File: src/rtl/fetch_ctrl.sv
// -----------------------------------------------------------------------------
// fetch_ctrl
//   Instruction fetch sequencer. It walks a program counter through the
//   instruction ROM. It applies absolute jumps and relative branches with a
//   one-cycle bubble, stops on a halt request, and counts issued instructions.
//
// Ports
//   clk         in   rising-edge clock for all state
//   rst_n       in   asynchronous active-low reset
//   start       in   one-cycle pulse; starts execution from IDLE or HALTED
//   start_addr  in   initial pc, sampled when start is accepted
//   stall       in   downstream not ready; freezes pc, state and counter in RUN
//   jmp_en      in   absolute jump request (sampled on issue edges only)
//   jmp_target  in   jump destination
//   br_taken    in   taken relative branch request (sampled on issue edges only)
//   br_offset   in   signed 8-bit branch displacement
//   halt        in   halt request (sampled on issue edges only)
//   pc          out  address presented to the instruction ROM
//   pc_valid    out  pc is a live instruction address this cycle
//   halted      out  block sits in HALTED
//   issue_cnt   out  saturating count of issues since the last accepted start
// -----------------------------------------------------------------------------
module fetch_ctrl #(
   parameter int unsigned CNT_W = 16
) (
   input  logic             clk,
   input  logic             rst_n,
   input  logic             start,
   input  logic [15:0]      start_addr,
   input  logic             stall,
   input  logic             jmp_en,
   input  logic [15:0]      jmp_target,
   input  logic             br_taken,
   input  logic [7:0]       br_offset,
   input  logic             halt,
   output logic [15:0]      pc,
   output logic             pc_valid,
   output logic             halted,
   output logic [CNT_W-1:0] issue_cnt
);

   typedef enum logic [1:0] {StIdle, StRun, StBubble, StHalted} state_e;

   state_e             r_state;
   logic [15:0]        r_pc;
   logic [CNT_W-1:0]   r_cnt;
   logic               r_pc_valid;
   logic               r_halted;

   state_e             w_state_nxt;
   logic [15:0]        w_pc_nxt;
   logic [CNT_W-1:0]   w_cnt_nxt;
   logic               w_pc_valid_nxt;
   logic               w_halted_nxt;
   logic [15:0]        w_br_disp;
   logic [CNT_W-1:0]   w_cnt_inc;

   // Sign-extended branch displacement; the 16-bit add wraps modulo 2^16.
   assign w_br_disp = {{8{br_offset[7]}}, br_offset};

   // Counter saturates at all-ones instead of wrapping.
   assign w_cnt_inc = (&r_cnt) ? r_cnt : r_cnt + CNT_W'(1);

   // State register: all state and outputs are flops.
   always_ff @(posedge clk or negedge rst_n) begin
      if (!rst_n) begin
         r_state    <= StIdle;
         r_pc       <= 16'h0000;
         r_cnt      <= '0;
         r_pc_valid <= 1'b0;
         r_halted   <= 1'b0;
      end else begin
         r_state    <= w_state_nxt;
         r_pc       <= w_pc_nxt;
         r_cnt      <= w_cnt_nxt;
         r_pc_valid <= w_pc_valid_nxt;
         r_halted   <= w_halted_nxt;
      end
   end

   // Next-state logic.
   always_comb begin
      w_state_nxt = r_state;
      w_pc_nxt    = r_pc;
      w_cnt_nxt   = r_cnt;
      unique case (r_state)
         StIdle, StHalted: begin
            if (start) begin
               w_state_nxt = StRun;
               w_pc_nxt    = start_addr;
               w_cnt_nxt   = '0;
            end
         end
         StRun: begin
            // Issue edge: the redirect inputs matter only when not stalled.
            if (!stall) begin
               w_cnt_nxt = w_cnt_inc;
               if (halt) begin
                  w_state_nxt = StHalted;
               end else if (jmp_en) begin
                  w_state_nxt = StBubble;
                  w_pc_nxt    = jmp_target;
               end else if (br_taken) begin
                  w_state_nxt = StBubble;
                  w_pc_nxt    = r_pc + w_br_disp;
               end else begin
                  w_pc_nxt    = r_pc + 16'd1;
               end
            end
         end
         StBubble: begin
            // The bubble always lasts exactly one cycle.
            w_state_nxt = StRun;
         end
      endcase
   end

   // Output logic: decoded from the next state so the flops present it in step.
   always_comb begin
      w_pc_valid_nxt = (w_state_nxt == StRun);
      w_halted_nxt   = (w_state_nxt == StHalted);
   end

   assign pc        = r_pc;
   assign pc_valid  = r_pc_valid;
   assign halted    = r_halted;
   assign issue_cnt = r_cnt;

endmodule
File: config.mk
export PLATFORM = sky130hd
export DESIGN_NAME = fetch_ctrl
export DESIGN_NICKNAME = d
export VERILOG_FILES = /design/src/rtl/fetch_ctrl.sv
export SDC_FILE = /design/constraint.sdc
export NUM_CORES = 1
export LEC_CHECK = 0
export CAP_MARGIN = 10
export CORE_ASPECT_RATIO = 2
export CORE_MARGIN = 2
export CORE_UTILIZATION = 25
export CTS_CLUSTER_SIZE = 14
export DETAILED_ROUTE_END_ITERATION = 7
export PLACE_DENSITY = 0.47
export SLEW_MARGIN = 20
export SYNTH_ARGS = -nofsm -noshare
export SYNTH_HDL_FRONTEND = slang
export SYNTH_SLANG_ARGS = --single-unit
export TNS_END_PERCENT = 100
File: constraint.sdc
create_clock -name clk -period 2.6 [get_ports clk]
set_clock_uncertainty 0.1 [all_clocks]
set_input_delay 0.52 -clock clk [delete_from_list [all_inputs] [get_ports clk]]
set_output_delay 0.52 -clock clk [all_outputs]
set_load 0.005 [all_outputs]
# Word level (Yosys, flattened, before mapping)
# Cells that the tools add are included.
[totals]
reg_bits = 36
mem_bits_ro = 0
n_memories = 0
mem_bits_rw = 0
latch_bits = 0
[classes]
shifts = 0
magnitude_cmp = 0
multipliers = 0
add_sub_neg = 3
muxes = 16
n_eq_ne = 9
div_mod_pow = 0
n_bitwise = 0
reduce_logical = 6
[ops]
columns = ["cell", "n"]
rows = [
  ["two-way mux 16 bit", 8],
  ["one-hot mux 16 bit (2 select lines)", 2],
  ["adder 16 x 1 -> 16 bit (second input constant)", 2],
  ["adder 16 bit", 1],
  ["AND reduction 16 bit", 1],
  ["two-way mux 2 bit", 5],
  ["inequality test 2 bit (second input constant)", 4],
  ["AND reduction 4 bit", 2],
  ["equality test 2 bit (second input constant)", 3],
  ["one-hot mux 2 bit (3 select lines)", 1],
  ["equality test 2 x 1 -> 1 bit (second input constant)", 2],
  ["zero test 2 bit", 1],
  ["nonzero test 2 bit", 1],
  ["OR reduction 2 bit", 1],
]

# Logic depth before layout (Yosys ltp)
[depth]
ltp_word = 6
depth_mapped = 11

# Least setup slack after synthesis
# Ideal clock, no wire load.
[synth_timing]
kind = "in2reg"
startpoint = "input port br_taken"
endpoint = "register r_pc[10], in the netlist pc[10]"
path_slack_ns = -0.108
cell_stages = 11
t_arrival_ns = 2.470
cell_sequence = "buf_4 > nand2b_1 > ha_1 > fa_1 > a211oi_2 > nor2_1 > o41ai_4 > nor3b_1 > a21oi_1 > mux2i_1 > o221ai_1"
[synth_between]
elab_chain_len = 5
[synth_rtl]
columns = ["element", "line_no", "source"]
rows = [
  ["from (decl)", "33", "input logic br_taken,"],
  ["two-way mux 16 bit", "103", "end else if (br_taken) begin"],
  ["two-way mux 16 bit", "100", "end else if (jmp_en) begin"],
  ["two-way mux 16 bit", "98", "if (halt) begin"],
  ["two-way mux 16 bit", "96", "if (!stall) begin"],
  ["one-hot mux 16 bit (2 select lines)", "86", "unique case (r_state)"],
  ["to (signal assigned)", "74", "r_pc <= w_pc_nxt;"],
  ["to (decl)", "45", "logic [15:0] r_pc;"],
]
# No other way between the ends. The select of a mux whose other input is x is not followed.
# A chain may end at the register's enable or synchronous reset.

# Final worst setup path
[layout_timing]
startpoint = "input port br_offset[4]"
endpoint = "register r_pc[9], in the netlist pc[9]"
[layout_between]
elab_chain_len = 6
[layout_rtl]
columns = ["element", "line_no", "source"]
rows = [
  ["from (decl)", "34", "input logic [7:0] br_offset,"],
  ["adder 16 bit", "105", "w_pc_nxt = r_pc + w_br_disp;"],
  ["two-way mux 16 bit", "103", ""],
  ["two-way mux 16 bit", "100", ""],
  ["two-way mux 16 bit", "98", ""],
  ["two-way mux 16 bit", "96", ""],
  ["one-hot mux 16 bit (2 select lines)", "86", ""],
]
# No other way between the ends. The select of a mux whose other input is x is not followed.

==> summary by stage <==
Status
The flow ran to the end, and the final reports show no timing, DRC or antenna violations.

Worst hold path
In this run the worst hold path is classified as input port to async pin.

GRT
The met1 layer usage reported by global route is 18.9%. The number of global-route vias before repair was 3072. The maximum number of pins on one net before global-route repair is 23. The fraction of met3 tracks used by global routing is 1.77%. The total global-route track usage is 17.8%. The total congestion overflow is 0. The global routing usage on met2 is 34.5%. The number of antenna violations at the first check in global routing is 0. The most crowded layer after global routing is met2. The wire length of the first global-routing pass is 16.4 mm.

Route
The detailed router placed 2919 vias in this run. The per-cell routed wire length is 17.5 um. The violation count after the first detailed-routing iteration is 121. Once detail routing completed, the nets flagged for antenna violations numbered 0.

For this run, design rule violations remaining after detail routing come to 0. The average via count per standard cell is 4.92. The routed design has 10.4 mm of wire. For this run, the detailed router's first-pass iteration total came to 4.

Setup path
Walking the worst path, the cells encountered are clkdlybuf4s50_1 -> and2_4 -> ha_4 -> buf_4 -> nand4_1 -> a221oi_1 -> nor2_1 -> xnor2_1 -> o21ai_1 -> o21a_1. The highest net fanout along the worst path is 3. The required time of the critical path is 2.67 ns. The data arrival time of the critical path is 2.62 ns.

The critical path's slowest cell is sky130_fd_sc_hd__clkdlybuf4s50_1. The biggest cell delay along the critical path is 0.43 ns. STA classifies the critical path endpoint as a register. The worst setup path is of the input port to register kind.

STA classifies the critical path startpoint as an input port.

CTS
Clock tree synthesis selected as its root buffer the cell sky130_fd_sc_hd__clkbuf_16. Counting along the longest clock path gives a buffer depth of 2. The tree built by TritonCTS fans out to 36 sinks.

The number of buffers inserted for hold repair after clock tree synthesis is 0. The H-tree was split into 2 levels. The number of clock buffers added by TritonCTS is 5. After clock tree synthesis, the clock-pin slew on the worst setup and hold paths is 0.06 ns. TritonCTS built the clock tree.

The later-pin clock latency in the skew report is 0.29 ns.

Die
81 I/O pins were placed. The standard-cell row count is 54. The core box area is 10900 um^2. The height of the die is 153 um.

Once the floorplan was initialized, standard cells occupied 25.5% of the core. The width of the chip is 78.4 um. The area of the die is 12000 um^2.

Logic synthesis
The cell area that synthesis handed to floorplanning was 2770 um^2. Of the post-synthesis cell area, the dominant cell type holds 32.5%. A synthesized cell averages 8.20 um^2. The post-synthesis async set-or-reset flop share is 100%. The synthesized design contains 0 enable-type register cells. Counting every net in the synthesized netlist gives 396. After synthesis, the most frequently instantiated cells are 36 x sky130_fd_sc_hd__dfrtp_1, 36 x sky130_fd_sc_hd__nand2_1, 33 x sky130_fd_sc_hd__nor2_1. The most used flip-flop cell after synthesis is sky130_fd_sc_hd__dfrtp_1. The synthesized netlist cell count is 338. After synthesis, flip-flops and latches occupy 32.5% of the total area.

The flip-flop and latch count after synthesis is 36. Yosys attributes the largest share of cell area to sky130_fd_sc_hd__dfrtp_1 33%, sky130_fd_sc_hd__a21oi_1 5.6%, sky130_fd_sc_hd__nand2_1 4.9%. The post-synthesis cell type with the largest combined area is sky130_fd_sc_hd__dfrtp_1. After synthesis, the netlist uses 57 different library cells. The number of warning messages in the yosys log is 0.

Timing
The hold violation count in the final report is 0. Setup repair after global routing could not meet its margin everywhere. The max-slew violation count is 0. Subtracting the final worst setup slack from the clock period gives 2.55 ns. The worst-case hold slack is 0.00921 ns. The transition time at the pin with the least slew margin is 0.518 ns. The maximum achievable frequency is 392 MHz. Setup violations remaining at the end of the flow were counted as 0. In the post-route analysis, the smallest setup slack over all paths is 0.0520 ns. In this run the tightest slew margin relative to its limit is 65.5%. In the finished design, the share of the clock period the worst path needs comes to 98.0%.

Final layout
In the final layout, flip-flops and latches occupy 901 um^2. The finished layout cell area is 4250 um^2. The multi-input combinational cells in the finished layout cover a total of 1870 um^2. After the last flow step, the layout net total stands at 510.

The count of cells in the finished layout, fillers not included, comes to 593. The number of filler cells placed in the layout is 1164. Cells with a size suffix above 1 make up 19.2% of the layout. From synthesis to final layout, the design area changed by 53.4%. The repair_antennas step left the layout with diodes totalling 0.

Power
Power spread over the standard cell area amounts to 1020 nW/um^2. The maximum resistive drop on vdd is 371 uV. Of the total power, the share spent switching nets is 43.6%.

The clock power share is 14.0%. The share of total power in combinational logic is 61.0%. In this run the static leakage power is 1.77 nW.

The internal power of the cells totals 2.45 mW. Per report_power, the sequential group accounts for 25.0% of the total. The total power is 4.34 mW. In this run the power spent charging and discharging nets is 1.89 mW.

Flow run
The total of max-cap violations is 0.

Place
In this run the cell area measured after placement is 3970 um^2. At the placement stage, the worst setup path has a slack of -0.707 ns. The count of buffers inserted at the top-level ports is 80. Detailed placement finished with a half-perimeter wire length of 8.30 mm. The weighted congestion reported at the end of routability-driven placement is 0.911. The number of placed instances, taps included, is 580.
cells by family after synthesis:
| family | Yosys count | share of synthesized area (%) |
|---|---|---|
| and+or+nand+nor | 141 | 25.8 |
| AOI/OAI and AO/OA | 100 | 23.7 |
| DFF | 36 | 32.5 |
| buffers and inverters | 23 | 3.70 |
| xor gates and xnor gates | 18 | 5.69 |
| adders and majority gates | 11 | 5.24 |
| muxes | 9 | 3.30 |
power by group through the flow:
stage / clock (mW) / combinational, mW / sequential [mW]
after floorplan: 0 / 1.48 / 0.964
after CTS: 0.627 / 2.64 / 1.08
final: 0.607 / 2.65 / 1.08
after detailed placement: 0 / 2.54 / 1.08
after global routing: 0.647 / 2.92 / 1.12
after global placement: 0 / 2.50 / 1.08
registers in the layout (all words and copies together) (netlist names):
| name | cells |
|---|---|
| r_state | 2 |
| issue_cnt | 16 |
| pc_valid | 1 |
| pc | 16 |
| halted | 1 |
stage by stage:
step / setup TNS, ns / utilization (%)
floorplan: -0.00101 / -
global placement: -6.14 / 36.5
detailed placement: -6.82 / 36.5
CTS: -0.0732 / 38.7
global route: -0.118 / 39.1
finish: 0 / 39.1
critical path, delay by kind of cell:
| family | cells | cell delay, ns |
|---|---|---|
| AOI/OAI and AO/OA | 3 | 0.55 |
| and+or+nand+nor | 3 | 0.45 |
| adders and majority gates | 1 | 0.28 |
| xor gates and xnor gates | 1 | 0.27 |
| buffers and inverters | 2 | 0.54 |
routing by layer:
metal / wire length [um] / up-vias
met2: 5990 / 59
li1: - / 1442
met1: 3840 / 1405
met3: 238 / 13
met5: 0 / -
met4: 301 / 0
worst paths after layout:
kind | startpoint | end | slack, ns | cells past startpoint
worst max-delay path | br_offset[4] | pc[9] | 0.05 | 10
worst max register to register | pc[0] | pc[8] | 0.14 | 10
min in group clk | pc[5] | pc[5] | 0.43 | 2
worst min register to register | pc[5] | pc[5] | 0.43 | 2
max in group asynchronous | rst_n | issue_cnt[15] | 1.84 | 2
worst min-delay path | rst_n | pc[15] | 0.009 | 1
cells in the final DEF (no fill, tap or decap), types with 4 or more instances in the layout:
master	synthesis	final
sky130_fd_sc_hd__o211ai_1	4	4
sky130_fd_sc_hd__a21o_1	4	4
sky130_fd_sc_hd__and3_1	8	8
sky130_fd_sc_hd__clkbuf_16	0	5
sky130_fd_sc_hd__clkdlybuf4s50_1	0	74
sky130_fd_sc_hd__and2_1	9	6
sky130_fd_sc_hd__ha_1	10	6
sky130_fd_sc_hd__a31oi_1	4	4
sky130_fd_sc_hd__nor3_1	7	7
sky130_fd_sc_hd__inv_1	5	5
sky130_fd_sc_hd__a21oi_1	31	29
sky130_fd_sc_hd__dfrtp_1	36	36
sky130_fd_sc_hd__nand4_1	5	5
sky130_fd_sc_hd__nor2b_1	4	4
sky130_fd_sc_hd__nor2_1	33	32
sky130_fd_sc_hd__xnor2_1	11	10
sky130_fd_sc_hd__o21ai_0	27	26
sky130_fd_sc_hd__xor2_1	7	7
sky130_fd_sc_hd__nand2b_1	6	5
sky130_fd_sc_hd__nor4_1	5	4
sky130_fd_sc_hd__buf_4	3	44
sky130_fd_sc_hd__nand2_1	36	36
sky130_fd_sc_hd__nand3_1	11	11
sky130_fd_sc_hd__or3_1	4	4
sky130_fd_sc_hd__mux2i_1	8	6
area by class of cell:
cell class / count / share of cell area (%)
multi-input combinational: 279 / 44.1
clock inverter: 3 / 0.442
sequential: 36 / 21.2
clock buffer: 5 / 2.94
tap: 140 / 4.12
inverter: 6 / 0.530
timing repair buffer: 124 / 26.7
timing repair:
item                                    in CTS  in global routing
resized for setup                           26                  7
endpoints found under the setup margin      12                 10
pin swaps                                    9                 11
setup buffers                                4                  1
Note: power is estimated with default switching activity, not from simulation.
==> RTL edit, RTL diff (same flow settings) <==
Set the parameter `CNT_W` to 12 (it was 16).
--- a/src/rtl/fetch_ctrl.sv
+++ b/src/rtl/fetch_ctrl.sv
@@ -22,5 +22,5 @@
 // -----------------------------------------------------------------------------
 module fetch_ctrl #(
-   parameter int unsigned CNT_W = 16
+   parameter int unsigned CNT_W = 12
 ) (
    input  logic             clk,
Ports: changed (resized issue_cnt); port bits go from 81 to 77. The function was not compared with the original's and may differ.
==> RTL edit against the unedited design <==
  * Routed wire length is 7.1% lower
  * Non-clock buffer count is 15 lower
  * Power is 7.1% lower
  * Final area is 7.0% lower
  * Sequential power is 15% lower
  * Setup slack better by 42 ps
  * Critical path type unchanged
  * Critical endpoint is now pc[8]
  * Synthesized area is 3.4% lower
  * Sequential cell count is 4 lower
  * Global-route usage is 0.39 points lower
==> RTL edit: results (changes against the unedited design) <==
<table>
<tr><th>Metric</th><th>Value</th></tr>
<tr><th colspan="2">Drt</th></tr>
<tr><td>DR WL/cell</td><td>17.0 um (-2.7%)</td></tr>
<tr><td>Via density per instance</td><td>5.00 (+1.5%)</td></tr>
<tr><td>Starting DRC count in detailed routing</td><td>143 (+18%)</td></tr>
<tr><th colspan="2">Final layout</th></tr>
<tr><td>Net count of the finished layout</td><td>485 (-4.9%)</td></tr>
<tr><td>Fraction of layout instances using a drive strength above 1</td><td>15.4% (-3.8 points)</td></tr>
<tr><td>Antenna diode count</td><td>1 (+1)</td></tr>
<tr><td>CLK BUF</td><td>8 (+3)</td></tr>
<tr><td>Combined area of the multi-input logic cells</td><td>0.00178 mm2 (-5.1%)</td></tr>
<tr><td>NonClk Buf Share</td><td>25.8% (-0.89 points)</td></tr>
<tr><td>Clock-cell share of area</td><td>3.71% (+0.32 points)</td></tr>
<tr><th colspan="2">Logic synthesis</th></tr>
<tr><td>Synth Area in Compound Gates</td><td>23.1% (-0.61 points)</td></tr>
<tr><td>Cell count after synthesis</td><td>333 (-1.5%)</td></tr>
<tr><td>Post-synthesis xor/xnor area fraction</td><td>3.60% (-2.1 points)</td></tr>
<tr><td>Synthesized netlist net count</td><td>391 (-1.3%)</td></tr>
<tr><td>Number of distinct library cells after synthesis</td><td>60 (+5.3%)</td></tr>
<tr><td>Mux contribution to synthesized area</td><td>6.13% (+2.8 points)</td></tr>
<tr><th colspan="2">Worst setup path</th></tr>
<tr><td>Largest stage delay on the critical path</td><td>360 ps (-70 ps)</td></tr>
<tr><td>Reg2Reg Setup Slack</td><td>120 ps (-20 ps)</td></tr>
<tr><td>Worst path arrival time</td><td>2570 ps (-50 ps)</td></tr>
<tr><th colspan="2">Global route</th></tr>
<tr><td>GRT Resource Usage Total</td><td>17.5% (-0.39 points)</td></tr>
<tr><td>Initial antenna violation count</td><td>1 (+1)</td></tr>
<tr><td>Maximum number of pins on one net before global-route repair</td><td>33 (+43%)</td></tr>
<tr><th colspan="2">Placed design</th></tr>
<tr><td>Dpl hpwl</td><td>7530 um (-9.3%)</td></tr>
<tr><td>Cell count after placement</td><td>557 (-4.0%)</td></tr>
<tr><td>Minimum setup slack after placement</td><td>-801 ps (-94.0 ps)</td></tr>
<tr><td>Count of input and output buffers</td><td>76 (-5.0%)</td></tr>
<tr><th colspan="2">Hold path</th></tr>
<tr><td>Type of the worst min-delay path</td><td>reg2reg</td></tr>
<tr><th colspan="2">Die</th></tr>
<tr><td>Std-Cell Core Area</td><td>0.0105 mm2 (-3.7%)</td></tr>
<tr><th colspan="2">Status</th></tr>
<tr><td>Run status</td><td>completed</td></tr>
<tr><th colspan="2">Power and ir drop</th></tr>
<tr><td>Worst ir drop on vdd</td><td>0.433 mV (+17%)</td></tr>
<tr><th colspan="2">CTS</th></tr>
<tr><td>Total setup buffers inserted after CTS</td><td>0 (-4)</td></tr>
</table>
==> RTL edit: changes by cell type after synthesis, moves of 6 or more <==
cell	delta
sky130_fd_sc_hd__a21oi_1	-8
sky130_fd_sc_hd__nor3_1	+8
sky130_fd_sc_hd__nor2_1	-8
sky130_fd_sc_hd__o21ai_1	+6
==> RTL edit: logic make-up after synthesis <==
family,after synthesis
xor+xnor,11
flops,32
compound gates,98
buf+inv,31
fa+ha+maj,11
simple gates,135
mux,15
==> RTL edit: routing by layer <==
layer / track usage [%] / up-vias / routed length [um]
li1: - / 1394 / -
met1: 16.3 / 1357 / 3340
met2: 35.7 / 59 / 5680
met3: 3.36 / 18 / 368
met4: 7.14 / 0 / 245
met5: 0 / - / 0
==> RTL edit: report_power, final <==
| part | internal [W] | total, W | switching, W |
|---|---|---|---|
| Clock | 0.000382 | 0.000608 | 0.000226 |
| Sequential | 0.000689 | 0.000918 | 0.000229 |
| Combinational | 0.00123 | 0.00251 | 0.00128 |
| Total | 0.00230 | 0.00403 | 0.00173 |
